File: src/rtl/tmds_encoder_8b10b.sv
// rtl/tmds_encoder_8b10b.sv - two-stage pipelined TMDS 8b/10b channel encoder
// Stage 1 picks XOR/XNOR transition minimisation; stage 2 DC-balances against running disparity.
module tmds_encoder_8b10b (
  input  logic       i_clk,
  input  logic       i_rst_n,
  input  logic [7:0] i_data,
  input  logic [1:0] i_ctrl,
  input  logic       i_de,
  output logic [9:0] o_tmds,
  output logic [4:0] o_disp
);

  logic [3:0] n1d;
  logic       use_xnor;
  logic [8:0] q_m;

  logic [8:0] s1_qm;
  logic       s1_de;
  logic [1:0] s1_ctrl;

  logic [3:0]        n1q;
  logic signed [4:0] diff;
  logic signed [4:0] cnt;
  logic signed [4:0] cnt_nxt;
  logic [9:0]        tmds_nxt;

  always_comb begin
    n1d = '0;
    for (int i = 0; i < 8; i++) n1d = n1d + {3'b000, i_data[i]};
    use_xnor = (n1d > 4'd4) || ((n1d == 4'd4) && !i_data[0]);
    q_m      = '0;
    q_m[0]   = i_data[0];
    for (int i = 1; i < 8; i++)
      q_m[i] = use_xnor ? ~(q_m[i-1] ^ i_data[i]) : (q_m[i-1] ^ i_data[i]);
    q_m[8] = ~use_xnor;
  end

  always_ff @(posedge i_clk or negedge i_rst_n) begin
    if (!i_rst_n) begin
      s1_qm   <= '0;
      s1_de   <= 1'b0;
      s1_ctrl <= '0;
    end else begin
      s1_qm   <= q_m;
      s1_de   <= i_de;
      s1_ctrl <= i_ctrl;
    end
  end

  // diff = n1q - n0q = 2*n1q - 8, kept in 5-bit two's complement
  always_comb begin
    n1q = '0;
    for (int i = 0; i < 8; i++) n1q = n1q + {3'b000, s1_qm[i]};
    diff = $signed({n1q, 1'b0}) - 5'sd8;
  end

  always_comb begin
    tmds_nxt = 10'h354;
    cnt_nxt  = 5'sd0;
    if (!s1_de) begin
      case (s1_ctrl)
        2'b00:   tmds_nxt = 10'h354;
        2'b01:   tmds_nxt = 10'h0AB;
        2'b10:   tmds_nxt = 10'h154;
        default: tmds_nxt = 10'h2AB;
      endcase
    end else if ((cnt == 5'sd0) || (diff == 5'sd0)) begin
      tmds_nxt = {~s1_qm[8], s1_qm[8], s1_qm[8] ? s1_qm[7:0] : ~s1_qm[7:0]};
      cnt_nxt  = s1_qm[8] ? (cnt + diff) : (cnt - diff);
    end else if (((cnt > 5'sd0) && (diff > 5'sd0)) || ((cnt < 5'sd0) && (diff < 5'sd0))) begin
      tmds_nxt = {1'b1, s1_qm[8], ~s1_qm[7:0]};
      cnt_nxt  = cnt + (s1_qm[8] ? 5'sd2 : 5'sd0) - diff;
    end else begin
      tmds_nxt = {1'b0, s1_qm[8], s1_qm[7:0]};
      cnt_nxt  = cnt - (s1_qm[8] ? 5'sd0 : 5'sd2) + diff;
    end
  end

  always_ff @(posedge i_clk or negedge i_rst_n) begin
    if (!i_rst_n) begin
      o_tmds <= 10'h354;
      cnt    <= 5'sd0;
    end else begin
      o_tmds <= tmds_nxt;
      cnt    <= cnt_nxt;
    end
  end

  assign o_disp = cnt;

endmodule

File: config.mk
export PLATFORM = sky130hd
export DESIGN_NAME = tmds_encoder_8b10b
export DESIGN_NICKNAME = d
export VERILOG_FILES = /design/src/rtl/tmds_encoder_8b10b.sv
export SDC_FILE = /design/constraint.sdc
export NUM_CORES = 1
export LEC_CHECK = 0
export CORE_UTILIZATION = 55
export CTS_CLUSTER_SIZE = 12
export DETAILED_ROUTE_END_ITERATION = 8
export PLACE_DENSITY_LB_ADDON = 0.08
export SETUP_SLACK_MARGIN = 0.4
export SLEW_MARGIN = 20
export SYNTH_ARGS = -nofsm -noshare
export SYNTH_HDL_FRONTEND = slang
export SYNTH_SLANG_ARGS = --single-unit
File: constraint.sdc
create_clock -name i_clk -period 6.01 [get_ports i_clk]
set_clock_uncertainty 0.2 [all_clocks]
set_input_delay 1.202 -clock i_clk [delete_from_list [all_inputs] [get_ports i_clk]]
set_output_delay 1.202 -clock i_clk [all_outputs]
set_load 0.05 [all_outputs]
=== After elaboration in Yosys (flattened, before gate mapping) ===
Cells that the tools add are included.

* Word-level logic and storage cells: 79
* Output and inout port bits: 15
* Bits of input ports: 13
* Bits in registers: 27

* Eq/ne operators: 3
* Order comparisons: 5
* Multiplexer cells: 18
* Reduce and logical (&&, ||, !) cells: 10
* Add/subtract/negate cells: 21
* Bitwise gates (word level): 17

{| class="wikitable"
|+ Operators with widths
! cell !! count
|-
| 4-bit by 1-bit adder with 4-bit output || 8
|-
| 10-bit 2-to-1 mux || 3
|-
| 10-bit one-hot mux with 3 select lines || 1
|-
| 5-bit 2-to-1 mux || 4
|-
| 5-bit adder || 2
|-
| 5-bit by 1-bit greater-than comparator with 1-bit output, second input constant || 2
|-
| 5-bit logical NOT || 2
|-
| 5-bit by 1-bit less-than comparator with 1-bit output, second input constant || 2
|-
| 5-bit subtractor || 2
|-
| 1-bit inverter || 9
|-
| 3-bit by 1-bit adder with 4-bit output || 2
|-
| 8-bit 2-to-1 mux || 1
|-
| 8-bit inverter || 1
|-
| 1-bit 2-to-1 mux || 7
|-
| 1-bit XOR || 7
|-
| 2-bit by 1-bit adder with 3-bit output || 2
|-
| 5-bit by 3-bit adder with 5-bit output || 1
|-
| 5-bit by 3-bit subtractor with 5-bit output || 1
|-
| 5-bit subtractor, second input constant || 1
|-
| 1-bit by 1-bit adder with 2-bit output || 2
|-
| 4-bit by 3-bit equality test with 1-bit output, second input constant || 1
|-
| 4-bit by 3-bit greater-than comparator with 1-bit output, second input constant || 1
|-
| 2-bit 2-to-1 mux || 2
|-
| 1-bit logical AND || 3
|-
| 5 further kinds || 7
|}

=== Longest topological paths before layout ===
Gate-level depths: netlist (run 1).

* Word-level depth: 29
* Depth in mapped cells: 16
* Mapped depth without buffers: 16

=== Worst setup path after synthesis (run 1) ===
Ideal clock, no wire load.

* Path type: input -> register
* Start: in i_data[0]
* End: reg s1_qm[7]
* Path buffers: 0
* Setup slack: 1.504 ns
* Required time: 5.730 ns
* Setup time: 0.080 ns
* Stages: 12
* Data arrival time: 4.226 ns
* Cell sequence: inv_1 fa_1 fa_1 fa_1 inv_1 ha_1 fa_1 nor3b_1 o21ai_1 a21oi_2 xnor2_1 xnor2_1

* Cells in the longest elaborated chain, start to end: 29
* Elaborated cells on any way between the ends: 33
* Classes of those cells: 7 x add/sub; 1 x order compare; 1 x eq/ne; 7 x mux; 14 x bitwise; 3 x reduce/logical

{| class="wikitable"
|+ Ends and longest elaborated chain
! element !! line !! source
|-
| from (decl) || 6 || <nowiki>input logic [7:0] i_data,</nowiki>
|-
| branches (longest 28 deep; another with 3-bit by 1-bit adder with 4-bit output) || - ||
|-
| 1-bit 2-to-1 mux (*) || 34 || <nowiki>q_m[i] = use_xnor ? ~(q_m[i-1] ^ i_data[i]) : (q_m[i-1] ^ i_data[i]);</nowiki>
|-
| named net q_m[7] || 15 || <nowiki>logic [8:0] q_m;</nowiki>
|-
| to (signal assigned) || 44 || <nowiki>s1_qm <= q_m;</nowiki>
|-
| to (decl) || 17 || <nowiki>logic [8:0] s1_qm;</nowiki>
|}

Mark *: on every way through the listed nets, which the timed path passes.

=== Final worst setup path (run 1) ===
Same ends and word-level chain as after synthesis.

==> results of run 1 <==
==> metrics by stage <==
stage	setup WS (ps)	std cells	hold WS, ps	cell area, µm²	utilization
after floorplan	1500	185	350	2030	-
after global placement	875	255	388	2340	0.681
after CTS	944	259	421	2410	0.702
after global routing	682	259	464	2410	0.700
after detailed placement	661	255	407	2340	0.681
final	961	259	417	2410	0.700
==> cells by family (layout without fill, tap and decap cells) <==
family / after synthesis / in the layout / share of synthesized area
muxes: 4 / 4 / 0.0203
other: 1 / 1 / 0.00184
and+or+nand+nor: 19 / 19 / 0.0486
xor gates and xnor gates: 30 / 30 / 0.155
AOI/OAI and AO/OA: 28 / 28 / 0.0868
adders and majority gates: 38 / 38 / 0.282
buffers and inverters: 39 / 67 / 0.0825
DFF: 26 / 26 / 0.323
==> worst min-delay path: stages, from the launching register on <==
cell and delay, ps:
dfrtp_1 330, inv_1 70, xnor2_1 150, a21oi_1 60
==> Yosys cell counts, drive strengths merged, types with 3 or more instances <==
cell / count
a21o: 3
a21oi: 15
dfrtp: 21
dfstp: 5
fa: 13
ha: 25
inv: 34
mux2i: 3
nand2: 8
o21ai: 3
xnor2: 16
xor2: 12
==> state kept, by name, indices dropped and copies added, names as in the netlist <==
name,count
o_disp,4
o_tmds,10
s1_ctrl,2
s1_de,1
s1_qm,9
==> path summary, 6_finish.rpt <==
path	slack (ps)	startpoint	end
setup / recovery	960	i_data[0]	s1_qm[7]
hold / removal	420	s1_qm[4]	o_tmds[4]
setup reg to reg	1320	s1_qm[0]	o_disp[4]
hold reg to reg	420	s1_qm[4]	o_tmds[4]
max in group asynchronous	4540	i_rst_n	o_tmds[6]
min in group asynchronous	700	i_rst_n	s1_ctrl[1]
==> metal layers <==
metal,wire [µm],track usage,vias up
met5,0,0,-
met4,45,0.0756,0
met3,55,0.00547,4
met2,1680,0.355,22
met1,1480,0.246,614
li1,-,-,643
==> layout make-up <==
cell class / instances / share of cell area
clock buffer: 3 / 0.0171
sequential: 26 / 0.273
multi-input combinational: 120 / 0.502
timing repair buffer: 28 / 0.112
inverter: 35 / 0.0602
clock inverter: 1 / 0.0125
tap: 46 / 0.0239
==> metrics, run 1 <==
final hold vios 0; CTS H-tree lvls 1; post-CTS sizing 0; Hold WC Path Type reg2reg; largest net degree at the start of global routing 27; Setup Buffers After CTS 0; DR pass1 iterations 4; GR Util All Layers 0.195; Slowest Stage Delay on Critical Path 560 ps; hold_buf cts 0; post-synthesis sequential area ratio 0.323; TritonCTS Buffers 3; antenna-violating nets left 0; area of the multi-input gates 1210 µm²; Core Region 3440 µm²; post-synth top area share 0.258; via count 1,283; Buf/Inv on CP 3; clk slew on worst S/H paths 80 ps; number of primary I/O pins 28; initial antenna violation count 0; # clock sinks 26; DRC 0; fill count 271; Setup TNS 0 ps; CTS tree yes; top cells by area, synth dfrtp_1, ha_1, fa_1; Worst Setup End Kind flop; cell-by-cell trace of the critical path clkdlybuf4s50_1, inv_1, fa_1, fa_1, fa_1, inv_1, ha_1, fa_1, nor3b_1, o21ai_1, a21oi_2, xnor2_1, xnor2_1; Levels on crit path 13; grt ovf 0; flip-flop and latch area 657 µm²; cells on worst reg2reg path 16; Tcrit/Tclk final 0.840; EDFF count, synth 0; synth warn 0; ratio of cells with drive above 1 in the final layout 0.0986; Synthesized Nets 236; nature of the critical path startpoint primary input; Critical Path AT 5040 ps; total wire length 3260 µm; global-route wire length before repair 5980 µm; routed vias/inst 4.95; Top FF cell, synth dfrtp_1; Fmax achieved 198 MHz; Slew Viols, Final 0; Layout Nets 265; Final min period 5050 ps; Least-Margin Pin Slew 645 ps; status complete, no violations; # Max-Cap Violations 0; Area Overhead vs Synth 18.5%; Hold Path Cell Cnt 3; Async S/R FF share, synth 1.00; Worst Setup Path Type in2reg; CP delay by family, top adder cells; initial DRC count 20; cell mode on critical path fa_1; maximum root-to-sink buffer count 2; Post-DP HPWL 2800 µm; slowest cell on the critical path fa_1; Port-buffer cells 26; area leader, netlist dfrtp_1; clk_lat worst skew 260 ps; Die X-Extent 62.8 µm; RSZ-0062 raised after global routing false; Starting Density 0.591; Row Count 21; Root Buffer clkbuf_8; final setup fails 0; worst rel slew slack 0.567; Avg WL per Cell 12.6 µm; #FFs+latches synth 26; GP Congestion 0.836; CP Max Fanout 5; antenna fix cells 0; Post-Syn Instances 185; Mapped Area 2030 µm²; Die Footprint 3940 µm²; vias in the first global route 1,378; Avg Cell Area, Syn 11.0 µm²; die span in y 62.8 µm; Yosys cell types 35; Crit path required time 6000 ps; commonest cells after routing, fill and taps aside inv_1, ha_1, clkdlybuf4s50_1; commonest non-fill, non-tap cell in the layout inv_1
Power of run 1 is left out: the tool's default activity adds up to more than one toggle a clock period on the data nets, which glitch-free logic cannot reach.
==> run 2: changes to the inputs <==
==> constraint.sdc (replaced) <==
create_clock -name i_clk -period 4.8 [get_ports i_clk]
set_clock_uncertainty 0.2 [all_clocks]
set_input_delay 0.96 -clock i_clk [delete_from_list [all_inputs] [get_ports i_clk]]
set_output_delay 0.96 -clock i_clk [all_outputs]
set_load 0.05 [all_outputs]
==> run 2 against run 1 <==
Net effect: routed wire length up 20%; core utilization up 8.2 points; clock-buffer cell count stayed put; hold slack better by 29 ps; register-to-register slack got worse by 1000 ps; die area stayed put; largest cell class unchanged; non-clock buffer count up 11; via count grew 6.9%.
==> metrics, run 2 (synthesis gave the netlist of run 1 again) <==
status complete, no violations (unchanged); Critical Path AT 4450 ps (was 5040 ps); clk slew on worst S/H paths 80 ps (about the same); Avg WL per Cell 14.5 µm (was 12.6 µm); initial DRC count 61 (was 20); CTS H-tree lvls 1 (unchanged); Port-buffer cells 26 (unchanged); commonest cells after routing, fill and taps aside inv_1, clkdlybuf4s50_1, dfrtp_1 (was inv_1, ha_1, clkdlybuf4s50_1); commonest non-fill, non-tap cell in the layout inv_1 (unchanged); worst rel slew slack 0.560 (was 0.567); Biggest register o_tmds (unchanged); slowest cell on the critical path fa_2 (was fa_1); cell-by-cell trace of the critical path fa_1, inv_1, fa_1, fa_1, inv_2, ha_4, fa_2, inv_4, ha_4, mux2_4, ha_4, a21o_1, a21oi_2, xnor3_1, nand3_1, o21ai_1 (was clkdlybuf4s50_1, inv_1, fa_1, fa_1, fa_1, inv_1, ha_1, fa_1, nor3b_1, o21ai_1, a21oi_2, xnor2_1, xnor2_1); Setup TNS 0 ps (unchanged); RSZ-0062 raised after global routing true (was false); antenna fix cells 0 (unchanged); Root Buffer clkbuf_8 (unchanged); ratio of cells with drive above 1 in the final layout 0.263 (was 0.0986); initial antenna violation count 0 (unchanged); Post-DP HPWL 2800 µm (about the same); clk_lat worst skew 270 ps (was 260 ps); Layout Nets 276 (was 265); final hold vios 0 (unchanged); vias in the first global route 1,564 (was 1,378); Worst Setup End Kind flop (unchanged); Least-Margin Pin Slew 654 ps (was 645 ps); Row Count 21 (unchanged); Area Overhead vs Synth 32.4% (was 18.5%); Cell Area, Placed 2360 µm² (was 2340 µm²); routed vias/inst 5.08 (was 4.95); via count 1,372 (was 1,283); Starting Density 0.591 (unchanged); maximum root-to-sink buffer count 2 (unchanged); largest net degree at the start of global routing 27 (unchanged); CP Max Fanout 3 (was 5); global-route wire length before repair 6890 µm (was 5980 µm); die span in y 62.8 µm (unchanged); Design Area, Final 2690 µm² (was 2410 µm²); GR Util All Layers 0.228 (was 0.195); grt ovf 0 (unchanged); Core Region 3440 µm² (unchanged); antenna-violating nets left 0 (unchanged); Slowest Stage Delay on Critical Path 570 ps (was 560 ps); Fmax achieved 223 MHz; Crit path required time 4760 ps (was 6000 ps); Die Footprint 3940 µm² (unchanged); nature of the critical path startpoint flop (was primary input); # Max-Cap Violations 0 (unchanged); Slew Viols, Final 0 (unchanged); number of primary I/O pins 28 (unchanged); # clock sinks 26 (unchanged); DR pass1 iterations 7 (was 4); final setup fails 0 (unchanged); total wire length 3910 µm (was 3260 µm); Tcrit/Tclk final 0.935; GP Congestion 0.818 (was 0.836); Hold WC Path Type reg2reg (unchanged); Final min period 4490 ps; DRC 0 (unchanged); Worst Setup Path Type reg2reg (was in2reg); TritonCTS Buffers 3 (unchanged); max reg flops 10 (unchanged); CTS tree yes (unchanged); Die X-Extent 62.8 µm (unchanged)
run 2: changes by cell type in the layout (fill, tap and decap cells not counted), sizes merged:
cell,change
clkbuf,+1
buf,+11
dlymetal6s2s,+2
clkdlybuf4s50,-3
run 2: repair_timing:
action                                 4_1_cts  5_1_grt
pin swaps                                   12       22
buffers inserted                             5        3
cloned                                       1        0
gates resized for setup                     21       20
endpoints found under the hold margin        0        0
setup endpoints to repair                   17       17
hold buffers                                 0        0
run 2: final timing paths:
kind | startpoint | to | slack (ps) | cells past startpoint
max in group asynchronous | i_rst_n | o_tmds[4] | 3580 | 1
min | s1_qm[4] | o_tmds[4] | 450 | 3
min in group asynchronous | i_rst_n | s1_ctrl[1] | 460 | 1
max | s1_qm[0] | o_disp[4] | 310 | 16
min reg2reg | s1_qm[4] | o_tmds[4] | 450 | 3
max reg2reg | s1_qm[0] | o_disp[4] | 310 | 16
run 2: final cells by class:
type / instances / area (µm²)
multi-input combinational: 120 / 1400
clock inverter: 1 / 30.0
clock buffer: 3 / 41.3
tap: 46 / 57.6
inverter: 35 / 148
fill: 220 / 749
sequential: 26 / 657
timing repair buffer: 39 / 357
run 2: routing by layer:
layer	up-vias	GRT usage	wire [µm]
met5	-	0	0
met4	0	0.102	75
met3	7	0.0201	71
met2	28	0.418	2150
met1	673	0.270	1610
li1	664	-	-
run 2: per-stage QoR:
step | hold WS [ps] | setup slack [ps] | utilization | cells
floorplan | 350 | 405 | - | 185
detailed placement | 394 | 29.2 | 0.685 | 257
global route | 484 | 190 | 0.782 | 270
global placement | 391 | 123 | 0.685 | 257
CTS | 431 | 246 | 0.751 | 267
finish | 445 | 311 | 0.782 | 270
run 2: worst max-delay path: cells and delay by family (launching register included):
| family | cells | cell delay (ps) |
|---|---|---|
| compound gates | 3 | 370 |
| mux | 1 | 290 |
| xor+xnor | 1 | 220 |
| simple gates | 1 | 90 |
| buf+inv | 3 | 160 |
| fa+ha+maj | 7 | 2650 |
| flops | 1 | 400 |
Power of run 2 is left out for the same reason.
